--- src/rtl/imem_loader_if.sv ---
// rtl/imem_loader_if.sv - byte stream, instruction-memory write port and boot status bundle
interface imem_loader_if #(
  parameter int ADDR_WIDTH = 8
);
  logic [7:0]            in_data;
  logic                  in_valid;
  logic                  in_ready;
  logic [ADDR_WIDTH-1:0] wr_addr;
  logic [31:0]           wr_data;
  logic                  wr_enable;
  logic                  cpu_hold;
  logic                  done;
  logic                  error;

  modport master (
    output in_data, in_valid,
    input  in_ready, wr_addr, wr_data, wr_enable, cpu_hold, done, error
  );

  modport slave (
    input  in_data, in_valid,
    output in_ready, wr_addr, wr_data, wr_enable, cpu_hold, done, error
  );
endinterface

--- src/rtl/imem_loader.sv ---
// rtl/imem_loader.sv - boot loader writing big-endian words to instruction memory, XOR-checked
module imem_loader #(
  parameter int ADDR_WIDTH = 8,
  parameter int DEPTH      = 256
) (
  input  logic         clk,
  input  logic         rst,
  imem_loader_if.slave bus
);
  localparam logic [2:0] S_CNT_HI = 3'd0;
  localparam logic [2:0] S_CNT_LO = 3'd1;
  localparam logic [2:0] S_DATA   = 3'd2;
  localparam logic [2:0] S_CSUM   = 3'd3;
  localparam logic [2:0] S_DONE   = 3'd4;
  localparam logic [2:0] S_ERR    = 3'd5;
  localparam logic [15:0] DEPTH_W = 16'(DEPTH);

  logic [2:0]            r_state;
  logic [15:0]           r_count;
  logic [1:0]            r_byte_idx;
  logic [ADDR_WIDTH-1:0] r_word_idx;
  logic [7:0]            r_xor;
  logic [31:0]           r_word;
  logic [ADDR_WIDTH-1:0] r_wr_addr;
  logic [31:0]           r_wr_data;
  logic                  r_wr_enable;
  logic                  r_cpu_hold;
  logic                  r_done;
  logic                  r_error;

  logic                  w_ready;
  logic                  w_accept;
  logic [15:0]           w_count_full;
  logic [31:0]           w_word_asm;
  logic [7:0]            w_xor_next;
  logic                  w_last_word;

  assign w_ready      = (r_state == S_CNT_HI) || (r_state == S_CNT_LO) ||
                        (r_state == S_DATA)   || (r_state == S_CSUM);
  assign w_accept     = bus.in_valid && w_ready;
  assign w_count_full = {r_count[15:8], bus.in_data};
  assign w_word_asm   = {r_word[23:0], bus.in_data};
  assign w_xor_next   = r_xor ^ bus.in_data;
  // Word index is compared in 16 bits so N = DEPTH needs no extra index bit.
  assign w_last_word  = ({{(16-ADDR_WIDTH){1'b0}}, r_word_idx} == (r_count - 16'd1));

  always_ff @(posedge clk or posedge rst) begin
    if (rst) begin
      r_state     <= S_CNT_HI;
      r_count     <= '0;
      r_byte_idx  <= '0;
      r_word_idx  <= '0;
      r_xor       <= '0;
      r_word      <= '0;
      r_wr_addr   <= '0;
      r_wr_data   <= '0;
      r_wr_enable <= 1'b0;
      r_cpu_hold  <= 1'b1;
      r_done      <= 1'b0;
      r_error     <= 1'b0;
    end else begin
      r_wr_enable <= 1'b0;
      if (w_accept) begin
        r_xor <= w_xor_next;
        case (r_state)
          S_CNT_HI: begin
            r_count[15:8] <= bus.in_data;
            r_state       <= S_CNT_LO;
          end
          S_CNT_LO: begin
            r_count <= w_count_full;
            if ((w_count_full == 16'd0) || (w_count_full > DEPTH_W)) begin
              r_state <= S_ERR;
              r_error <= 1'b1;
            end else begin
              r_state <= S_DATA;
            end
          end
          S_DATA: begin
            r_word     <= w_word_asm;
            r_byte_idx <= r_byte_idx + 2'd1;
            if (r_byte_idx == 2'd3) begin
              r_wr_enable <= 1'b1;
              r_wr_addr   <= r_word_idx;
              r_wr_data   <= w_word_asm;
              if (w_last_word) begin
                r_state <= S_CSUM;
              end else begin
                r_word_idx <= r_word_idx + 1'b1;
              end
            end
          end
          S_CSUM: begin
            if (w_xor_next == 8'h00) begin
              r_state    <= S_DONE;
              r_done     <= 1'b1;
              r_cpu_hold <= 1'b0;
            end else begin
              r_state <= S_ERR;
              r_error <= 1'b1;
            end
          end
          default: begin
          end
        endcase
      end
    end
  end

  assign bus.in_ready  = w_ready;
  assign bus.wr_addr   = r_wr_addr;
  assign bus.wr_data   = r_wr_data;
  assign bus.wr_enable = r_wr_enable;
  assign bus.cpu_hold  = r_cpu_hold;
  assign bus.done      = r_done;
  assign bus.error     = r_error;
endmodule
--- src/flat_wrapper.sv ---
// flat-port wrapper written by rule: the top's interface ports become plain ports
module imem_loader_flat 
#(
  parameter int ADDR_WIDTH = 8,
  parameter int DEPTH      = 256
)
  (clk, rst, bus_in_data, bus_in_valid, bus_in_ready, bus_wr_addr, bus_wr_data, bus_wr_enable, bus_cpu_hold, bus_done, bus_error);
  imem_loader_if #(.ADDR_WIDTH(ADDR_WIDTH)) bus_i ();
  input  logic clk;
  input  logic rst;
  input wire logic [$bits(bus_i.in_data)-1:0] bus_in_data;
  input wire logic [$bits(bus_i.in_valid)-1:0] bus_in_valid;
  output wire logic [$bits(bus_i.in_ready)-1:0] bus_in_ready;
  output wire logic [$bits(bus_i.wr_addr)-1:0] bus_wr_addr;
  output wire logic [$bits(bus_i.wr_data)-1:0] bus_wr_data;
  output wire logic [$bits(bus_i.wr_enable)-1:0] bus_wr_enable;
  output wire logic [$bits(bus_i.cpu_hold)-1:0] bus_cpu_hold;
  output wire logic [$bits(bus_i.done)-1:0] bus_done;
  output wire logic [$bits(bus_i.error)-1:0] bus_error;
  assign bus_i.in_data = bus_in_data;
  assign bus_i.in_valid = bus_in_valid;
  assign bus_in_ready = bus_i.in_ready;
  assign bus_wr_addr = bus_i.wr_addr;
  assign bus_wr_data = bus_i.wr_data;
  assign bus_wr_enable = bus_i.wr_enable;
  assign bus_cpu_hold = bus_i.cpu_hold;
  assign bus_done = bus_i.done;
  assign bus_error = bus_i.error;
  imem_loader #(.ADDR_WIDTH(ADDR_WIDTH), .DEPTH(DEPTH)) u_core (.clk(clk), .rst(rst), .bus(bus_i));
endmodule
--- config.mk ---
export PLATFORM = sky130hd
export DESIGN_NAME = imem_loader_flat
export DESIGN_NICKNAME = d
export VERILOG_FILES = /design/src/rtl/imem_loader_if.sv /design/src/rtl/imem_loader.sv /design/src/flat_wrapper.sv
export SDC_FILE = /design/constraint.sdc
export NUM_CORES = 1
export LEC_CHECK = 0
export ABC_AREA = 1
export CAP_MARGIN = 5
export CORE_MARGIN = 1
export CORE_UTILIZATION = 56
export CTS_CLUSTER_DIAMETER = 120
export DETAILED_ROUTE_END_ITERATION = 6
export GPL_TIMING_DRIVEN = 0
export PLACE_DENSITY = 0.8
export SLEW_MARGIN = 40
export SYNTH_ARGS = -nofsm -noshare
export SYNTH_HDL_FRONTEND = slang
export SYNTH_SLANG_ARGS = --single-unit
--- constraint.sdc ---
create_clock -name clk -period 3.75 [get_ports clk]
set_input_delay 0.75 -clock clk [delete_from_list [all_inputs] [get_ports clk]]
set_output_delay 0.75 -clock clk [all_outputs]
set_load 0.03 [all_outputs]
==> results of run 1 <==
per-stage QoR:
stage / instance area [um2] / utilization, % / hold slack, ns / instances
2_1_floorplan: 4920 / - / 0.446 / 588
3_3_place_gp: 5610 / 66.9 / 0.452 / 748
3_5_place_dp: 5640 / 67.3 / 0.453 / 749
4_1_cts: 5850 / 69.8 / 0.469 / 765
5_1_grt: 5850 / 69.8 / 0.484 / 765
6_report: 5850 / 69.8 / 0.464 / 765
kinds of logic (layout without fill, tap and decap cells):
logic type,Yosys count,in the layout,share of synthesized area [%]
AOI/OAI and AO/OA,87,87,8.94
adders and majority gates,3,3,0.762
xor gates and xnor gates,25,25,4.75
DFF,105,105,53.4
and+or+nand+nor,282,282,25.2
buffers and inverters,86,158,6.96
final timing paths:
check	from	end	slack, ns	depth (start not counted)
worst max-delay path	bus_in_valid	u_core.r_state[0]$_DFFE_PP0P_	1.42	9
worst min-delay path	u_core.bus.cpu_hold$_DFFE_PP1P_	u_core.bus.cpu_hold$_DFFE_PP1P_	0.46	1
worst max register to register	u_core.r_count[0]$_DFFE_PP0P_	u_core.r_word_idx[2]$_DFFE_PP0P_	1.65	11
worst min register to register	u_core.bus.cpu_hold$_DFFE_PP1P_	u_core.bus.cpu_hold$_DFFE_PP1P_	0.46	1
max in group asynchronous	rst	u_core.bus.cpu_hold$_DFFE_PP1P_	2.39	3
min in group asynchronous	rst	u_core.bus.wr_addr[7]$_DFFE_PP0P_	0.69	2
flip-flops by register name (all words and copies together), names as in the netlist:
signal                flops
u_core.bus.wr_data       32
u_core.r_count           16
u_core.r_word            24
u_core.bus.cpu_hold       1
u_core.bus.wr_addr        8
u_core.bus.wr_enable      1
u_core.bus.done           1
u_core.bus.error          1
u_core.r_word_idx         8
u_core.r_state            3
u_core.r_byte_idx         2
u_core.r_xor              8
layer usage:
| metal | share of wire [%] | wire length, um | vias to the layer above |
|---|---|---|---|
| li1 | - | - | 1974 |
| met1 | 44 | 4910 | 1998 |
| met2 | 48 | 5390 | 138 |
| met3 | 5.7 | 633 | 21 |
| met4 | 1.8 | 200 | 0 |
| met5 | 0 | 0 | - |
synthesized netlist by cell type:
cell type,count
clkbuf_1,13
inv_2,5
o21bai_1,1
nor2_2,7
dfstp_2,1
nor3b_1,1
o21a_1,1
ha_1,3
nor2_8,1
nand4_1,6
nand2_2,7
or2_2,1
o21ai_1,9
nand2_4,1
xor2_1,15
buf_6,2
buf_2,3
nor2_1,29
nand2_1,192
o21ai_0,75
xnor2_1,8
nor2_4,4
inv_1,62
nand3_4,1
xor2_2,2
dfrtp_1,104
nor3_1,5
nand3b_1,3
a21oi_1,1
nor3_4,1
nand3_1,23
clkbuf_2,1
power groups by stage:
stage               clock network (mW)  logic, mW  registers (mW)
floorplan                            0     0.0600            1.25
detailed placement                   0      0.185            1.22
CTS                              0.708      0.186            1.20
global route                     0.757      0.201            1.20
finish                           0.698      0.184            1.20
global placement                     0      0.175            1.22
final cells by class:
class                           instances  area [um2]
Inverter                               67         259
Multi-Input combinational cell        397        1950
Timing Repair Buffer                   56         578
Tap cell                              105         131
Clock inverter                          6        68.8
Sequential cell                       105        2630
Fill cell                             673        2530
Buffer                                 19        91.3
Clock buffer                           10         138
critical path: cells and delay by family:
| family | cells | cell delay (ns) |
|---|---|---|
| AND/OR/NAND/NOR | 6 | 1.10 |
| buffers and inverters | 3 | 0.78 |
==> results.md, run 1 <==
* Share of cells above drive strength 1 at 8.33%
* Ys Warns at 0
* DR iter-0 viols at 371
* CP Class: in2reg
* Met2 usage at 44.2%
* Resized Gates After CTS at 0
* Post-Route WL at 11100 um
* Mapped Cells at 588
* Dominant cell type by area after synthesis: dfrtp_1
* Post-route setup slack at 1.42 ns
* Final Cycle Share at 62.2%
* Most Crowded Layer GR: met2
* Cell variety after synth at 32
* Fmax at 0.429 GHz
* Dpl ws at 1.07 ns
* Total CTS buffers at 9
* H-tree depth at 3
* Final Slew Violations at 0
* DRT antenna net count at 0
* Total Routing Usage GR at 26.9%
* Port bufs at 55
* Run status: complete, no violations
* Setup TNS at 0 ns
* Via count at 4131
* Vias per cell at 5.40
* Worst Path Arrival at 2.64 ns
* Setup repair after global routing missed its margin: no
* Post-synth top area share at 52.8%
* Clk pwr share at 33.6%
* Sw power at 557 uW
* Type of the most critical hold path: reg2reg
* Post-synthesis cell area at 4920 um2
* Vias in the first global route at 3966
* Wirelength per Cell at 14.6 um
* Register area share after synthesis at 53.4%
* Slowest-stage cell, CP: clkdlybuf4s50_1
* Syn nets at 602
* CTS Sinks at 105
* Post-cts hold buffer count at 0
* Initial antenna violation count at 0
* Max rail drop VDD at 222 uV
* DIE AREA at 9170 um2
* Row count at 33
* CP max FO at 9
* Worst endpoint required time at 4.06 ns
* CTS Root Cell: clkbuf_8
* IO Pins at 56
* Global-route wire length before repair at 18600 um
* Flop pwr share at 57.6%
* Worst path cell trace: clkdlybuf4s50_1 > inv_1 > nor2_1 > inv_1 > nor2_1 > nand3_1 > nand2_1 > nand2_1 > nand2_1
* Initial core utilization at 58.8%
* Congestion Overflow GR at 0
* Met3 usage at 3.79%
* Switching fraction of total power at 26.8%
* Clk_lat worst skew at 0.37 ns
* Synth-to-layout area growth at 18.8%
* Int Pwr at 1.52 mW
* Hold Violations, Final at 0
* Post-CTS Setup Inserts at 0
* M1 GR Usage at 36.4%
* Synth top area cells: dfrtp_1 53%, nand2_1 15%, o21ai_0 7.6%, inv_1 4.7%, xor2_1 2.7%
* Largest net degree at the start of global routing at 84
* Half-perimeter wire length after placement at 8250 um
* Number of diodes at 0
* Commonest non-fill, non-tap cell in the layout: nand2_1
* Crit path launch type: input pin
* Largest stage delay, worst path at 0.45 ns
* PwrDens at 355 nW/um2
* Syn Area/Cell at 8.38 um2
* Worst setup EP type: flip-flop
* Die Wd at 95.8 um
* Slew at the pin closest to its max-slew limit at 0.544 ns
* RePlAce Congestion at 0.938
* Die Y at 95.8 um
* TritonCTS clock tree: yes
* Flops & latches, synth at 105
* Most used cell, CP: nand2_1
* Leak Pwr at 2.86 nW
* Final setup vio count at 0
* Crit path time final at 2.33 ns
* Commonest cells after routing, fill and taps aside: 192 x nand2_1, 104 x dfrtp_1, 75 x o21ai_0
* Clk buf depth at 2
* MaxCap Viol Count at 0
* Relative slew slack at 63.6%
* Clock Skew at 0.0172 ns
* Layout Nets at 669
* Power Total at 2.08 mW
* Clock slew at reported path FFs at 0.10 ns
* Core region area at 8380 um2
* Logic pwr share at 8.8%
* # DRC at 0
* Initial DRT Pass Iterations at 5
(Power assumes the default switching activity.)
==> run 2, diff against run 1 <==
--- a/config.mk
+++ b/config.mk
@@ -8,11 +8,11 @@
 export ABC_AREA = 1
 export CAP_MARGIN = 5
 export CORE_MARGIN = 1
-export CORE_UTILIZATION = 56
+export CORE_UTILIZATION = 51
 export CTS_CLUSTER_DIAMETER = 120
 export DETAILED_ROUTE_END_ITERATION = 6
 export GPL_TIMING_DRIVEN = 0
-export PLACE_DENSITY = 0.8
+export PLACE_DENSITY = 0.76
 export SLEW_MARGIN = 40
 export SYNTH_ARGS = -nofsm -noshare
 export SYNTH_HDL_FRONTEND = slang
==> constraint.sdc (replaced) <==
create_clock -name clk -period 2 [get_ports clk]
set_input_delay 0.4 -clock clk [delete_from_list [all_inputs] [get_ports clk]]
set_output_delay 0.4 -clock clk [all_outputs]
set_load 0.03 [all_outputs]
==> results.md, run 2 (same netlist as run 1, synthesis figures left out) <==
* Global-route wire length before repair at 19300 um (+3.9%)
* Worst Path Arrival at 2.25 ns (-0.39 ns)
* H-tree depth at 3 (unchanged)
* Max rail drop VDD at 361 uV (+62%)
* PwrDens at 652 nW/um2 (+84%)
* # DRC at 0 (unchanged)
* Layout Nets at 679 (+1.5%)
* Clock slew at reported path FFs at 0.11 ns (about the same)
* Initial DRT Pass Iterations at 5 (unchanged)
* Vias per cell at 5.12 (-5.2%)
* Sequential cell area at 2640 um2 (+0.33%)
* CTS Root Cell: clkbuf_8
* Clock Skew at 0.0127 ns (-0.00444 ns)
* Vias in the first global route at 3903 (-1.6%)
* Final Cycle Share at 96.8%
* Multi-input combinational cell area at 2060 um2 (+5.6%)
* MaxCap Viol Count at 0 (unchanged)
* Port bufs at 55 (unchanged)
* Crit path launch type: flip-flop
* Die Y at 100 um (+4.7%)
* Largest stage delay, worst path at 0.41 ns (-0.04 ns)
* Wirelength per Cell at 14.5 um (-0.12%)
* Relative slew slack at 68.4% (+4.8 points)
* Hold Slack at 0.337 ns (-0.127 ns)
* Initial core utilization at 53.0% (-5.7 points)
* CTS Sinks at 105 (unchanged)
* Hold Violations, Final at 0 (unchanged)
* Type of the most critical hold path: in2async
* Half-perimeter wire length after placement at 8530 um (+3.3%)
* Total CTS buffers at 9 (unchanged)
* Commonest cells after routing, fill and taps aside: 184 x nand2_1, 97 x dfrtp_1, 75 x o21ai_0
* CP max FO at 8 (-1)
* DIE AREA at 10100 um2 (+9.6%)
* Largest register FFs at 32 (unchanged)
* Slew at the pin closest to its max-slew limit at 0.473 ns (-0.0704 ns)
* Final Slew Violations at 0 (unchanged)
* Fmax at 0.516 GHz
* Largest net degree at the start of global routing at 26 (-69%)
* Final setup vio count at 0 (unchanged)
* Total Routing Usage GR at 24.9% (-2.0 points)
* TritonCTS clock tree: yes
* Slowest-stage cell, CP: dfrtp_1
* Congestion Overflow GR at 0 (unchanged)
* Clk_lat worst skew at 0.38 ns (about the same)
* Setup repair after global routing missed its margin: yes
* Worst path cell trace: inv_2 > ha_4 > inv_1 > nand2_1 > nand2_1 > nand2_1 > nand2_2 > nand2_1 > nor2_1 > nand2_1 > nor2_4 > nand3_4 > nand2_8 > nand2_1 > nand2_1
* DR iter-0 viols at 264 (-29%)
* Setup TNS at 0 ns (unchanged)
* Row count at 35 (+6.1%)
* Synth-to-layout area growth at 24.8%
* Crit path time final at 1.94 ns
* Most used cell, CP: nand2_1
* Fin util at 66.2% (-3.6 points)
* IO Pins at 56 (unchanged)
* Die Wd at 100 um (+4.7%)
* Run status: complete, no violations
* Initial antenna violation count at 0 (unchanged)
* Number of diodes at 0 (unchanged)
* Via count at 4083 (-1.2%)
* Post-Route WL at 11600 um (+4.2%)
* Leak Pwr at 2.97 nW (+3.8%)
* Worst setup EP type: flip-flop
* Core region area at 9280 um2 (+11%)
* DRT antenna net count at 0 (unchanged)
* Commonest non-fill, non-tap cell in the layout: nand2_1
* Clk buf depth at 2 (unchanged)
* # fillers at 784 (+16%)
* Share of cells above drive strength 1 at 13.6% (+5.3 points)
* Worst endpoint required time at 2.31 ns (-1.75 ns)
* CP Class: reg2reg
* RePlAce Congestion at 0.871 (-7.1%)
[run 2: final cells by class]
type                    count  share of cell area, %
multi-input cells         398                   33.6
flip-flops and latches    105                   42.9
clock buffers               9                   2.02
repair buffers             66                   11.8
well taps                 129                   2.63
clock inverters             6                   1.47
plain buffers              18                   1.45
inverters                  67                   4.15
[run 2: critical path: cells and delay by family, from the launching register on]
| family | cells | cell delay [ns] |
|---|---|---|
| adders and majority gates | 1 | 0.18 |
| buffers and inverters | 2 | 0.15 |
| DFF | 1 | 0.41 |
| and+or+nand+nor | 12 | 1.14 |
[run 2: repair_timing]
item,CTS,global route
hold buffers,0,0
buffers inserted,1,5
resized for setup,3,35
setup endpoints to repair,14,47
pin swaps,0,14
cloned,0,1
hold endpoints to repair,0,0
[run 2: power breakdown]
group | internal, mW | switching (mW) | leakage (nW)
clock | 0.607 | 0.796 | 0.103
sequential | 2.20 | 0.0432 | 1.29
combinational | 0.149 | 0.217 | 1.58
total | 2.95 | 1.06 | 2.97
[run 2: per-layer routing]
metal / GRT usage, % / vias up / wire length [um]
li1: - / 2004 / -
met1: 35.9 / 1958 / 5430
met2: 38.9 / 101 / 5460
met3: 4.18 / 20 / 477
met4: 7.25 / 0 / 235
met5: 0 / - / 0
[run 2: path summary, 6_finish.rpt]
path                                                  from                           endpoint  slack [ns]  cells past startpoint
max reg2reg                  u_core.r_count[1]$_DFFE_PP0P_   u_core.r_word_idx[7]$_DFFE_PP0P_        0.06                     15
min reg2reg                u_core.bus.cpu_hold$_DFFE_PP1P_    u_core.bus.cpu_hold$_DFFE_PP1P_        0.47                      1
max                          u_core.r_count[1]$_DFFE_PP0P_   u_core.r_word_idx[7]$_DFFE_PP0P_        0.06                     15
min                                                    rst  u_core.bus.wr_addr[7]$_DFFE_PP0P_        0.34                      2
min in group clk           u_core.bus.cpu_hold$_DFFE_PP1P_    u_core.bus.cpu_hold$_DFFE_PP1P_        0.47                      1
max in group asynchronous                              rst      u_core.r_count[2]$_DFFE_PP0P_        1.06                      4
[run 2: metrics by stage]
step	total power [mW]	cells	cell area, um2	setup slack, ns
5_1_grt	4.16	798	6140	-0.0522
4_1_cts	4.02	793	6000	0.0159
2_1_floorplan	2.46	588	4930	0.254
6_report	4.01	798	6140	0.0631
3_5_place_dp	2.65	777	5770	-0.369
3_3_place_gp	2.61	772	5640	-0.644
